$ cat config.mk
export PLATFORM = sky130hd
export DESIGN_NAME = pipe_ctrl_flat
export DESIGN_NICKNAME = d
export VERILOG_FILES = /design/src/rtl/pipe_ctrl_if.sv /design/src/rtl/pipe_ctrl.sv /design/src/flat_wrapper.sv
export SDC_FILE = /design/constraint.sdc
export NUM_CORES = 1
export LEC_CHECK = 0
export ABC_AREA = 1
export CAP_MARGIN = 20
export CORE_ASPECT_RATIO = 1.1
export CORE_MARGIN = 1.5
export CORE_UTILIZATION = 48
export CTS_CLUSTER_SIZE = 16
export DETAILED_ROUTE_END_ITERATION = 6
export PLACE_DENSITY = 0.81
export SETUP_SLACK_MARGIN = 0.1
export SLEW_MARGIN = 25
export SYNTH_ARGS = -nofsm -noshare
export SYNTH_HDL_FRONTEND = slang
export SYNTH_SLANG_ARGS = --single-unit
$ cat constraint.sdc
create_clock -name clk -period 2.1 [get_ports clk]
set_clock_uncertainty 0.2 [all_clocks]
set_input_delay 0.21 -clock clk [delete_from_list [all_inputs] [get_ports clk]]
set_output_delay 0.21 -clock clk [all_outputs]
set_load 0.05 [all_outputs]
$ cat src/rtl/pipe_ctrl_if.sv
// Pipeline-control signal bundle: hazard/status inputs from the stages and
// the sequencing/forwarding decisions returned by the controller.
interface pipe_ctrl_if #(
    parameter int unsigned CNT_W = 16
);
    logic [2:0]       dec_rs1, dec_rs2;
    logic             dec_use1, dec_use2, dec_halt;
    logic [2:0]       ex_rs1, ex_rs2;
    logic             ex_use1, ex_use2;
    logic             ex_mem_read, ex_write_en;
    logic [2:0]       ex_write_reg;
    logic             ex_redirect;
    logic             mem_write_en;
    logic [2:0]       mem_write_reg;
    logic             wb_write_en;
    logic [2:0]       wb_write_reg;
    logic             wb_halt;

    logic             pc_en, fd_en, fd_flush, de_flush;
    logic [1:0]       fwd_a, fwd_b;
    logic             halted;
    logic [CNT_W-1:0] stall_cnt, flush_cnt;

    modport master (
        output dec_rs1, dec_rs2, dec_use1, dec_use2, dec_halt,
               ex_rs1, ex_rs2, ex_use1, ex_use2, ex_mem_read, ex_write_en,
               ex_write_reg, ex_redirect, mem_write_en, mem_write_reg,
               wb_write_en, wb_write_reg, wb_halt,
        input  pc_en, fd_en, fd_flush, de_flush, fwd_a, fwd_b, halted,
               stall_cnt, flush_cnt
    );

    modport slave (
        input  dec_rs1, dec_rs2, dec_use1, dec_use2, dec_halt,
               ex_rs1, ex_rs2, ex_use1, ex_use2, ex_mem_read, ex_write_en,
               ex_write_reg, ex_redirect, mem_write_en, mem_write_reg,
               wb_write_en, wb_write_reg, wb_halt,
        output pc_en, fd_en, fd_flush, de_flush, fwd_a, fwd_b, halted,
               stall_cnt, flush_cnt
    );
endinterface

$ cat src/rtl/pipe_ctrl.sv
// 5-stage pipeline sequencing controller: load-use stalls, redirect squash,
// halt drain, operand forwarding and saturating stall/flush event counters.
module pipe_ctrl #(
    parameter int unsigned CNT_W = 16
) (
    input  logic       clk,
    input  logic       rst,   // active-low, asynchronous assert
    pipe_ctrl_if.slave bus
);
    typedef enum logic [1:0] {RUN, DRAIN, HALTED} state_t;

    localparam logic [CNT_W-1:0] CNT_ONE = {{(CNT_W-1){1'b0}}, 1'b1};

    state_t           state_q, state_d;
    logic [CNT_W-1:0] stall_q, stall_d;
    logic [CNT_W-1:0] flush_q, flush_d;
    logic             lu;
    logic             pc_en_c, fd_en_c, fd_flush_c, de_flush_c;

    function automatic logic [1:0] fwd_sel(
        input logic       use_rs,
        input logic [2:0] rs,
        input logic       mem_we,
        input logic [2:0] mem_rd,
        input logic       wb_we,
        input logic [2:0] wb_rd
    );
        if (use_rs && mem_we && (mem_rd == rs)) return 2'b01;
        if (use_rs && wb_we  && (wb_rd  == rs)) return 2'b10;
        return 2'b00;
    endfunction

    assign lu = bus.ex_mem_read & bus.ex_write_en &
                ((bus.dec_use1 & (bus.dec_rs1 == bus.ex_write_reg)) |
                 (bus.dec_use2 & (bus.dec_rs2 == bus.ex_write_reg)));

    // Forwarding select is purely combinational and independent of state.
    always_comb begin
        bus.fwd_a = fwd_sel(bus.ex_use1, bus.ex_rs1, bus.mem_write_en,
                            bus.mem_write_reg, bus.wb_write_en, bus.wb_write_reg);
        bus.fwd_b = fwd_sel(bus.ex_use2, bus.ex_rs2, bus.mem_write_en,
                            bus.mem_write_reg, bus.wb_write_en, bus.wb_write_reg);
    end

    // Next state, counter updates and pipeline enables; reset forces NOP fill.
    always_comb begin
        state_d    = state_q;
        stall_d    = stall_q;
        flush_d    = flush_q;
        pc_en_c    = 1'b0;
        fd_en_c    = 1'b0;
        fd_flush_c = 1'b0;
        de_flush_c = 1'b0;
        if (!rst) begin
            fd_flush_c = 1'b1;
            de_flush_c = 1'b1;
        end else begin
            case (state_q)
                RUN: begin
                    if (bus.ex_redirect) begin
                        pc_en_c    = 1'b1;
                        fd_en_c    = 1'b1;
                        fd_flush_c = 1'b1;
                        de_flush_c = 1'b1;
                        if (flush_q != '1) flush_d = flush_q + CNT_ONE;
                    end else if (lu) begin
                        de_flush_c = 1'b1;
                        if (stall_q != '1) stall_d = stall_q + CNT_ONE;
                    end else if (bus.dec_halt) begin
                        fd_en_c    = 1'b1;
                        fd_flush_c = 1'b1;
                        state_d    = DRAIN;
                    end else begin
                        pc_en_c = 1'b1;
                        fd_en_c = 1'b1;
                    end
                end
                DRAIN: begin
                    fd_en_c    = 1'b1;
                    fd_flush_c = 1'b1;
                    de_flush_c = 1'b1;
                    if (bus.wb_halt) state_d = HALTED;
                end
                HALTED: state_d = HALTED;
                default: state_d = RUN;
            endcase
        end
    end

    // State and counter registers.
    always_ff @(posedge clk or negedge rst) begin
        if (!rst) begin
            state_q <= RUN;
            stall_q <= '0;
            flush_q <= '0;
        end else begin
            state_q <= state_d;
            stall_q <= stall_d;
            flush_q <= flush_d;
        end
    end

    assign bus.pc_en     = pc_en_c;
    assign bus.fd_en     = fd_en_c;
    assign bus.fd_flush  = fd_flush_c;
    assign bus.de_flush  = de_flush_c;
    assign bus.halted    = (state_q == HALTED);
    assign bus.stall_cnt = stall_q;
    assign bus.flush_cnt = flush_q;
endmodule

$ cat src/flat_wrapper.sv
// flat-port wrapper written by rule: the top's interface ports become plain ports
module pipe_ctrl_flat 
#(
    parameter int unsigned CNT_W = 16
)
  (clk, rst, bus_dec_rs1, bus_dec_rs2, bus_dec_use1, bus_dec_use2, bus_dec_halt, bus_ex_rs1, bus_ex_rs2, bus_ex_use1, bus_ex_use2, bus_ex_mem_read, bus_ex_write_en, bus_ex_write_reg, bus_ex_redirect, bus_mem_write_en, bus_mem_write_reg, bus_wb_write_en, bus_wb_write_reg, bus_wb_halt, bus_pc_en, bus_fd_en, bus_fd_flush, bus_de_flush, bus_fwd_a, bus_fwd_b, bus_halted, bus_stall_cnt, bus_flush_cnt);
  pipe_ctrl_if #(.CNT_W(CNT_W)) bus_i ();
  input  logic clk;
  input  logic rst;
  input wire logic [$bits(bus_i.dec_rs1)-1:0] bus_dec_rs1;
  input wire logic [$bits(bus_i.dec_rs2)-1:0] bus_dec_rs2;
  input wire logic [$bits(bus_i.dec_use1)-1:0] bus_dec_use1;
  input wire logic [$bits(bus_i.dec_use2)-1:0] bus_dec_use2;
  input wire logic [$bits(bus_i.dec_halt)-1:0] bus_dec_halt;
  input wire logic [$bits(bus_i.ex_rs1)-1:0] bus_ex_rs1;
  input wire logic [$bits(bus_i.ex_rs2)-1:0] bus_ex_rs2;
  input wire logic [$bits(bus_i.ex_use1)-1:0] bus_ex_use1;
  input wire logic [$bits(bus_i.ex_use2)-1:0] bus_ex_use2;
  input wire logic [$bits(bus_i.ex_mem_read)-1:0] bus_ex_mem_read;
  input wire logic [$bits(bus_i.ex_write_en)-1:0] bus_ex_write_en;
  input wire logic [$bits(bus_i.ex_write_reg)-1:0] bus_ex_write_reg;
  input wire logic [$bits(bus_i.ex_redirect)-1:0] bus_ex_redirect;
  input wire logic [$bits(bus_i.mem_write_en)-1:0] bus_mem_write_en;
  input wire logic [$bits(bus_i.mem_write_reg)-1:0] bus_mem_write_reg;
  input wire logic [$bits(bus_i.wb_write_en)-1:0] bus_wb_write_en;
  input wire logic [$bits(bus_i.wb_write_reg)-1:0] bus_wb_write_reg;
  input wire logic [$bits(bus_i.wb_halt)-1:0] bus_wb_halt;
  output wire logic [$bits(bus_i.pc_en)-1:0] bus_pc_en;
  output wire logic [$bits(bus_i.fd_en)-1:0] bus_fd_en;
  output wire logic [$bits(bus_i.fd_flush)-1:0] bus_fd_flush;
  output wire logic [$bits(bus_i.de_flush)-1:0] bus_de_flush;
  output wire logic [$bits(bus_i.fwd_a)-1:0] bus_fwd_a;
  output wire logic [$bits(bus_i.fwd_b)-1:0] bus_fwd_b;
  output wire logic [$bits(bus_i.halted)-1:0] bus_halted;
  output wire logic [$bits(bus_i.stall_cnt)-1:0] bus_stall_cnt;
  output wire logic [$bits(bus_i.flush_cnt)-1:0] bus_flush_cnt;
  assign bus_i.dec_rs1 = bus_dec_rs1;
  assign bus_i.dec_rs2 = bus_dec_rs2;
  assign bus_i.dec_use1 = bus_dec_use1;
  assign bus_i.dec_use2 = bus_dec_use2;
  assign bus_i.dec_halt = bus_dec_halt;
  assign bus_i.ex_rs1 = bus_ex_rs1;
  assign bus_i.ex_rs2 = bus_ex_rs2;
  assign bus_i.ex_use1 = bus_ex_use1;
  assign bus_i.ex_use2 = bus_ex_use2;
  assign bus_i.ex_mem_read = bus_ex_mem_read;
  assign bus_i.ex_write_en = bus_ex_write_en;
  assign bus_i.ex_write_reg = bus_ex_write_reg;
  assign bus_i.ex_redirect = bus_ex_redirect;
  assign bus_i.mem_write_en = bus_mem_write_en;
  assign bus_i.mem_write_reg = bus_mem_write_reg;
  assign bus_i.wb_write_en = bus_wb_write_en;
  assign bus_i.wb_write_reg = bus_wb_write_reg;
  assign bus_i.wb_halt = bus_wb_halt;
  assign bus_pc_en = bus_i.pc_en;
  assign bus_fd_en = bus_i.fd_en;
  assign bus_fd_flush = bus_i.fd_flush;
  assign bus_de_flush = bus_i.de_flush;
  assign bus_fwd_a = bus_i.fwd_a;
  assign bus_fwd_b = bus_i.fwd_b;
  assign bus_halted = bus_i.halted;
  assign bus_stall_cnt = bus_i.stall_cnt;
  assign bus_flush_cnt = bus_i.flush_cnt;
  pipe_ctrl #(.CNT_W(CNT_W)) u_core (.clk(clk), .rst(rst), .bus(bus_i));
endmodule
## Word-level counts from Yosys, hierarchy flattened

Cells that the tools add are included.

- Register bits: 34

- Add/sub/neg operators: 2
- Reductions and logical operators: 12
- Bitwise operators: 6
- Equality and inequality tests: 14
- Mux-type cells: 37

Operator list:

| kind | number |
|---|---|
| $add A16 B1 Y16 const B | 2 |
| $ne A16 B16 Y1 const B | 2 |
| $mux W2 | 12 |
| $mux W1 | 21 |
| $eq A3 B3 Y1 | 6 |
| $reduce_and A5 Y1 | 2 |
| $logic_and A1 B1 Y1 | 8 |
| $ne A2 B2 Y1 const B | 4 |
| $pmux W1 S2 | 3 |
| $pmux W2 S3 | 1 |
| $and A1 B1 Y1 | 4 |
| $reduce_and A4 Y1 | 1 |
| $eq A2 B1 Y1 const B | 1 |
| $eq A2 B2 Y1 const B | 1 |
| $logic_not A2 Y1 | 1 |
| $not A1 Y1 | 1 |
| $or A1 B1 Y1 | 1 |

## Depth between registers and ports, before layout

- Depth after elaboration: 8
- Mapped depth: 11
- Depth with buffers taken out: 10

## Least setup slack after synthesis

No wires, ideal clock.

- Path kind: input to output
- Start point: in bus_mem_write_reg[2]
- End point: out bus_fwd_b[1]
- Data arrival time: 2170 ps
- Setup slack: -480 ps
- Stages: 5
- Buffers on the path: 0
- Required time: 1690 ps
- Cells stage by stage: inv_1 -> a21oi_1 -> o21ai_0 -> nor3_1 -> nor4_1

- Cells in the longest elaborated chain, start to end: 4

Ends and longest elaborated chain:

| element | line | text |
|---|---|---|
| start: declaration | flat_wrapper.sv:24 | `input wire logic [$bits(bus_i.mem_write_reg)-1:0] bus_mem_write_reg;` |
| $eq A3 B3 Y1 | pipe_ctrl.sv:28 | `if (use_rs && mem_we && (mem_rd == rs)) return 2'b01;` |
| $logic_and A1 B1 Y1 | pipe_ctrl.sv:28 |  |
| $mux W1 | pipe_ctrl.sv:28 |  |
| $mux W2 | pipe_ctrl.sv:29 | `if (use_rs && wb_we && (wb_rd == rs)) return 2'b10;` |
| end: declaration | flat_wrapper.sv:33 | `output wire logic [$bits(bus_i.fwd_b)-1:0] bus_fwd_b;` |

Every way passes these cells.

## Worst setup path in the final report

- Start point: in bus_mem_write_reg[1]
- End point: out bus_fwd_b[1]

The elaborated chain is that of the path after synthesis.

==> summary.md <==
| Metric | Value |
|---|---|
| Status | `finished, final reports clean` |
| Crit-path cells | `clkdlybuf4s50_1 > inv_1 > o22ai_2 > nor3_2 > nor4_2 > bufbuf_16` |
| Clock latency on the worst-skew pair | `approximately 300 ps` |
| Count leader, synth | `nand2_1` |
| Final HPWL DP | `between 5000 and 6000 um` |
| Clock buffer depth | `2` |
| # diodes | `0` |
| Lkg Pwr | `~2.1 nW` |
| Maxcap violations | `0` |
| Sw Share | `45.4%` |
| Top post-synthesis cells by area | `dfrtp_1 (34%), nand2_1 (20%), inv_1 (6.7%), xor2_1 (5.2%), nor2_1 (5.0%)` |
| Least-Margin Pin Slew | `around 530 ps` |
| Post-synthesis sequential area ratio | `around a third` |
| Comb pwr share | `54.7%` |
| Overflow left after global routing | `0` |
| CTS Sinks | `34` |
| Pre-antenna DRT Iters | `5` |
| Worst min-delay path class | `flip-flop to flip-flop` |
| Initial antenna violation count | `0` |
| Placer Congestion | `~0.9` |
| Area delta synth->final | `53.0%` |
| CP Class | `input pin to primary output` |
| Required time of the critical path | `approximately 1700 ps` |
| Max_slew headroom | `64.9%` |
| Top cell type's share of synthesized area | `roughly 34%` |
| Met3 Usage GRT | `under 10%` |
| Vias per inst | `about 5.2` |
| Synth cell count leaders | `nand2_1 (138), inv_1 (45), dfrtp_1 (34), nor2_1 (34), nand3_1 (17)` |
| Synthesized Nets | `404` |
| Worst path slowest cell | `clkdlybuf4s50_1` |
| Synth unique cells | `29` |
| Leading area contributor after synthesis | `dfrtp_1` |
| Met2 Usage GRT | `42.0%` |
| Count of warnings emitted by yosys | `0` |
| Register bit total from synthesis | `34` |
| Die width | `between 70 and 80 um` |
| Largest net degree at the start of global routing | `35` |
| Crit path time final | `1980 ps` |
| CTS Buf Count | `5` |
| Rows | `27` |
| CP max stage delay | `about 530 ps` |
| Syn avg cell area | `~6.9 um2` |
| TritonCTS clock tree | `done` |
| Post-Syn Area | `approximately 0.0025 mm2` |
| Root Driver | `clkbuf_8` |
| Post-Route WL | `about 7300 um` |
| # DRC | `0` |
| Clock transition at path regs | `~70 ps` |
| Port Buffers | `between 70 and 80` |
| Clock power frac | `16.3%` |
| Routed len/inst | `about 14 um` |
| Period Utilization, post-route | `between 90 and 100%` |
| CP Capture Type | `primary output` |
| Flop pwr share | `about 29%` |
| Via count | `about 2,700` |
| First-pass GRT wire length | `11,000 um` |
| Top FF cell, synth | `dfrtp_1` |
| Antenna viol nets, final | `0` |
| # IOs | `75` |
| Pwr/cell area | `around 810 mW/mm2` |
| Depth of the CTS H-tree | `2` |
| RSZ-0062 raised after global routing | `yes` |
| Vias in the first global route | `~2,500` |
| Post-synthesis cell count | `around 360` |
| Final Setup Violations | `0` |
| Peak VDD IR | `0.000746 V` |
| Setup TNS | `0 ps` |
| GR peak layer | `met2` |
| Pins Over Slew Limit | `0` |
| Die Span Y | `slightly below 80 um` |
| Internal Power | `between 1.5 and 2 mW` |
| Final hold vios | `0` |
| Final net count | `504` |
| FMAX | `a little over 0.5 GHz` |
| Fraction of registers with async set/reset | `100%` |
| Share of cells above drive strength 1 | `between 10% and 20%` |
| Die ar. | `0.00571 mm2` |
| Fill cell count | `~360` |
| CP Launch Type | `input pin` |
| Crit path max fanout | `3` |
| Core outline area | `0.00503 mm2` |
| Met1 Resource Use GR | `between 20% and 30%` |
| Number of synthesized flops with an enable pin | `0` |
| Starting Density | `50.2%` |
| Net Switching | `1.43 mW` |
| DRT iter0 DRCs | `between 200 and 250` |
| Hold slack | `308 ps` |
| Tot GR Track Use | `between 20% and 30%` |
| Crit path arrival time | `about 1600 ps` |
## power by group through the flow
stage	Sequential (mW)	Clock (mW)	Combinational, mW
finish	0.912	0.515	1.72
global route	0.929	0.557	1.84
CTS	0.913	0.522	1.61
detailed placement	0.921	0	1.53
global placement	0.918	0	1.51
floorplan	1.22	0	0.663
## flip-flops by register name, indices dropped and copies added (netlist names)
register	cells
u_core.state_q	2
u_core.bus.stall_cnt	16
u_core.bus.flush_cnt	16
## layout make-up
class	instances	area (um2)	share of cell area (%)
Sequential cell	34	856	22.1
Inverter	46	173	4.46
Tap cell	58	72.6	1.88
Timing Repair Buffer	97	1100	28.5
Multi-Input combinational cell	280	1570	40.5
Clock buffer	6	82.6	2.14
Clock inverter	2	12.5	0.324
## path summary, 6_finish.rpt
path | startpoint | endpoint | slack, ps | cells past startpoint
max | bus_mem_write_reg[1] | bus_fwd_b[1] | 120 | 6
min | u_core.bus.flush_cnt[0]$_DFFE_PN0P_ | u_core.bus.flush_cnt[0]$_DFFE_PN0P_ | 310 | 1
max reg2reg | u_core.bus.stall_cnt[0]$_DFFE_PN0P_ | u_core.bus.stall_cnt[12]$_DFFE_PN0P_ | 160 | 11
min reg2reg | u_core.bus.flush_cnt[0]$_DFFE_PN0P_ | u_core.bus.flush_cnt[0]$_DFFE_PN0P_ | 310 | 1
max in group asynchronous | rst | u_core.bus.flush_cnt[1]$_DFFE_PN0P_ | 1140 | 4
min in group asynchronous | rst | u_core.bus.stall_cnt[6]$_DFFE_PN0P_ | 360 | 4
## placed cells by master (no fill, tap or decap), drive strengths merged, types with 4 or more instances in the layout
cell           count
nand2            142
inv               46
nor2              38
clkdlybuf4s50     37
dfrtp             34
buf               30
dlymetal6s2s      23
nand3             20
xor2              15
o21ai             13
xnor2             11
nand4             10
nor3               9
o22ai              7
clkbuf             7
ha                 6
dlygate4sd2        4
## what timing repair did
item                                    in CTS  in global routing
gates cloned                                 0                  2
resized for setup                           14                 40
endpoints found under the setup margin      17                 32
endpoints found under the hold margin       34                  0
hold buffers                                 2                  0
pin swaps                                    2                 13
setup buffers                                2                  6
## worst max-delay path, delay by kind of cell
kind	cells	cell delay, ps
AO/OA/AOI/OAI	1	110
buffers and inverters	3	940
AND/OR/NAND/NOR	2	310
## logic make-up (layout without fill, tap and decap cells)
family,Yosys count,count (layout),share of synthesized area [%]
AOI/OAI and AO/OA,27,27,7.23
buffers and inverters,51,151,8.91
and+or+nand+nor,220,221,38.2
xor gates and xnor gates,26,26,9.01
DFF,34,34,33.7
adders and majority gates,6,6,2.97
## metrics by stage
step                      cells  utilization, %  total power [mW]  worst slack (ps)  area (um2)
after floorplan             364               -              1.89              89.9        2550
after global placement      503            69.3              2.42              89.9        3490
after detailed placement    503            69.3              2.45              64.0        3490
after CTS                   515            72.8              3.05               101        3660
after global routing        523            76.8              3.32              54.6        3870
final                       523            76.8              3.15               116        3870
## routing by layer
layer | up-vias | part of all wire (%) | wire [um]
met5 | - | 0 | 0
met2 | 84 | 52 | 3780
met4 | 0 | 2.2 | 163
met1 | 1252 | 41 | 3010
li1 | 1350 | - | -
met3 | 16 | 4.4 | 318
(Power assumes the default switching activity.)
==> RTL change, RTL diff (same settings) <==
`CNT_W` is set to 16 in 3 places; all go to 14.
--- a/src/rtl/pipe_ctrl_if.sv
+++ b/src/rtl/pipe_ctrl_if.sv
@@ -3,3 +3,3 @@
 interface pipe_ctrl_if #(
-    parameter int unsigned CNT_W = 16
+    parameter int unsigned CNT_W = 14
 );
--- a/src/rtl/pipe_ctrl.sv
+++ b/src/rtl/pipe_ctrl.sv
@@ -3,3 +3,3 @@
 module pipe_ctrl #(
-    parameter int unsigned CNT_W = 16
+    parameter int unsigned CNT_W = 14
 ) (
--- a/src/flat_wrapper.sv
+++ b/src/flat_wrapper.sv
@@ -3,3 +3,3 @@
 #(
-    parameter int unsigned CNT_W = 16
+    parameter int unsigned CNT_W = 14
 )
Ports: changed (resized bus_flush_cnt and bus_stall_cnt); port bits go from 75 to 71. The function was not compared with the original's and may differ.
==> RTL change against the original RTL <==
- sequential share of layout area is 0.84 points higher
- first-iteration DRC count is 60% lower
- synthesized area is 13% lower
- wire length is 24% lower
- core utilization is 1.1 points lower
- worst setup slack worse by 2.3 ps
- sequential cell count is 4 lower
- design area is 15% lower
- via count is 16% lower
- power is 2.7% lower
- count of clock-buffer cells in the layout is 1 higher
==> RTL change: results (changes against the original RTL) <==
largest net degree at the start of global routing=31 (was 35); R2R setup slack=220 ps (was 160 ps); ranking of synthesized cells by area=dfrtp_1, nand2_1, xor2_1 (was dfrtp_1, nand2_1, inv_1); Adder-Cell Fraction of Synth Area=3.40% (was 2.97%); drt first pass iters=4 (was 5); Area-dominant class=multi-input gates (unchanged); Static Leak=1.71 nW (was 2.12 nW); complex-gate fraction of the synthesized area=6.12% (was 7.23%); sequential power=0.000857 W (was 0.000912 W); power per cell area=931 nW/um^2 (was 814 nW/um^2); sw frac=44.6% (was 45.4%); launch point of the worst path=u_core.bus.stall_cnt[8]$_DFFE_PN0P_ (was bus_mem_write_reg[1]); # nets final=440 (was 504); max incr delay on CP=840 ps (was 530 ps); multi-input gates=242 (was 280); worst r2r src=u_core.bus.flush_cnt[0]$_DFFE_PN0P_ (was u_core.bus.stall_cnt[0]$_DFFE_PN0P_); DR WL/cell=12.2 microns (was 13.9 microns); Data buffer area share=25.9% (was 28.5%); XOR/XNOR Fraction of Synth Area=11.1% (was 9.01%); Routed WL=5570 microns (was 7280 microns); combinational power=0.00161 W (was 0.00172 W); Max-slew headroom=66.2% (was 64.9%); global-route wire length before repair=9090 microns (was 11,000 microns); R2R cell count=7 (was 11); multi-input combinational area share=40.6% (was 40.5%); count of cell types in the netlist=26 (was 29); worst hold path type=in2async (was reg2reg); Hold Slack=307 ps (was 308 ps); vias in the first global route=2,194 (was 2,484); Post-synth top cells=nand2_1, inv_1, dfrtp_1 (was nand2_1, inv_1, dfrtp_1, nor2_1, nand3_1); count of non-CTS inverters in the layout=43 (was 46); placed cell area=3080 sq um (was 3490 sq um); Non-Clock Buffer Count=78 (was 97); PortBufs=70 (was 74); gpl congestion=0.888 (was 0.878); Placement Setup Slack=71.0 ps (was 64.0 ps); Tot GR Track Use=23.6% (was 24.2%); DRT iter0 DRCs=99 (was 246); register area share after synthesis=34.0% (was 33.7%); met3 Track Usage GR=6.20% (was 5.08%); routed vias=2,271 (was 2,702); Area Growth Syn to Fin=49.0% (was 53.0%); syn_area_per_cell=6.92 sq um (was 6.94 sq um); fillers=366 (was 363); CP Max Fanout=5 (was 3); ClkCell Share=3.54% (was 2.46%); FFs & Latches=30 (was 34); met2 GRT Util=43.4% (was 42.0%); Post-Syn Nets=359 (was 404); HPWL after detailed placement=4140 microns (was 5020 microns); r2r endpoint=u_core.bus.flush_cnt[0]$_DFFE_PN0P_ (was u_core.bus.stall_cnt[12]$_DFFE_PN0P_); status=finished clean (unchanged)
[RTL change: cell count changes after synthesis, moves of 4 or more]
| cell | delta |
|---|---|
| nand2_1 | -16 |
| nand2_2 | -4 |
| xor2_1 | +5 |
| nor2_1 | -5 |
| inv_1 | -6 |
| dfrtp_1 | -4 |
[RTL change: repair_timing]
| action | 4_1_cts | 5_1_grt |
|---|---|---|
| buffers inserted | 0 | 4 |
| endpoints found under the setup margin | 8 | 24 |
| resized for setup | 7 | 24 |
| pin swaps | 0 | 10 |
[RTL change: how the worst max path moves through the flow]
stage,end,slack (ps),cells after the start
global placement,bus_pc_en,140,11
finish,bus_stall_cnt[8],110,1
CTS,bus_de_flush,90,10
floorplan,u_core.bus.flush_cnt[13]$_DFFE_PN0P_,150,9
global route,bus_fd_flush,50,7
detailed placement,u_core.bus.stall_cnt[8]$_DFFE_PN0P_,70,11
[RTL change: layer usage]
layer,wire (microns),up-vias
met5,0,-
met4,116,0
met2,2810,72
met1,2240,1031
met3,401,13
li1,-,1155
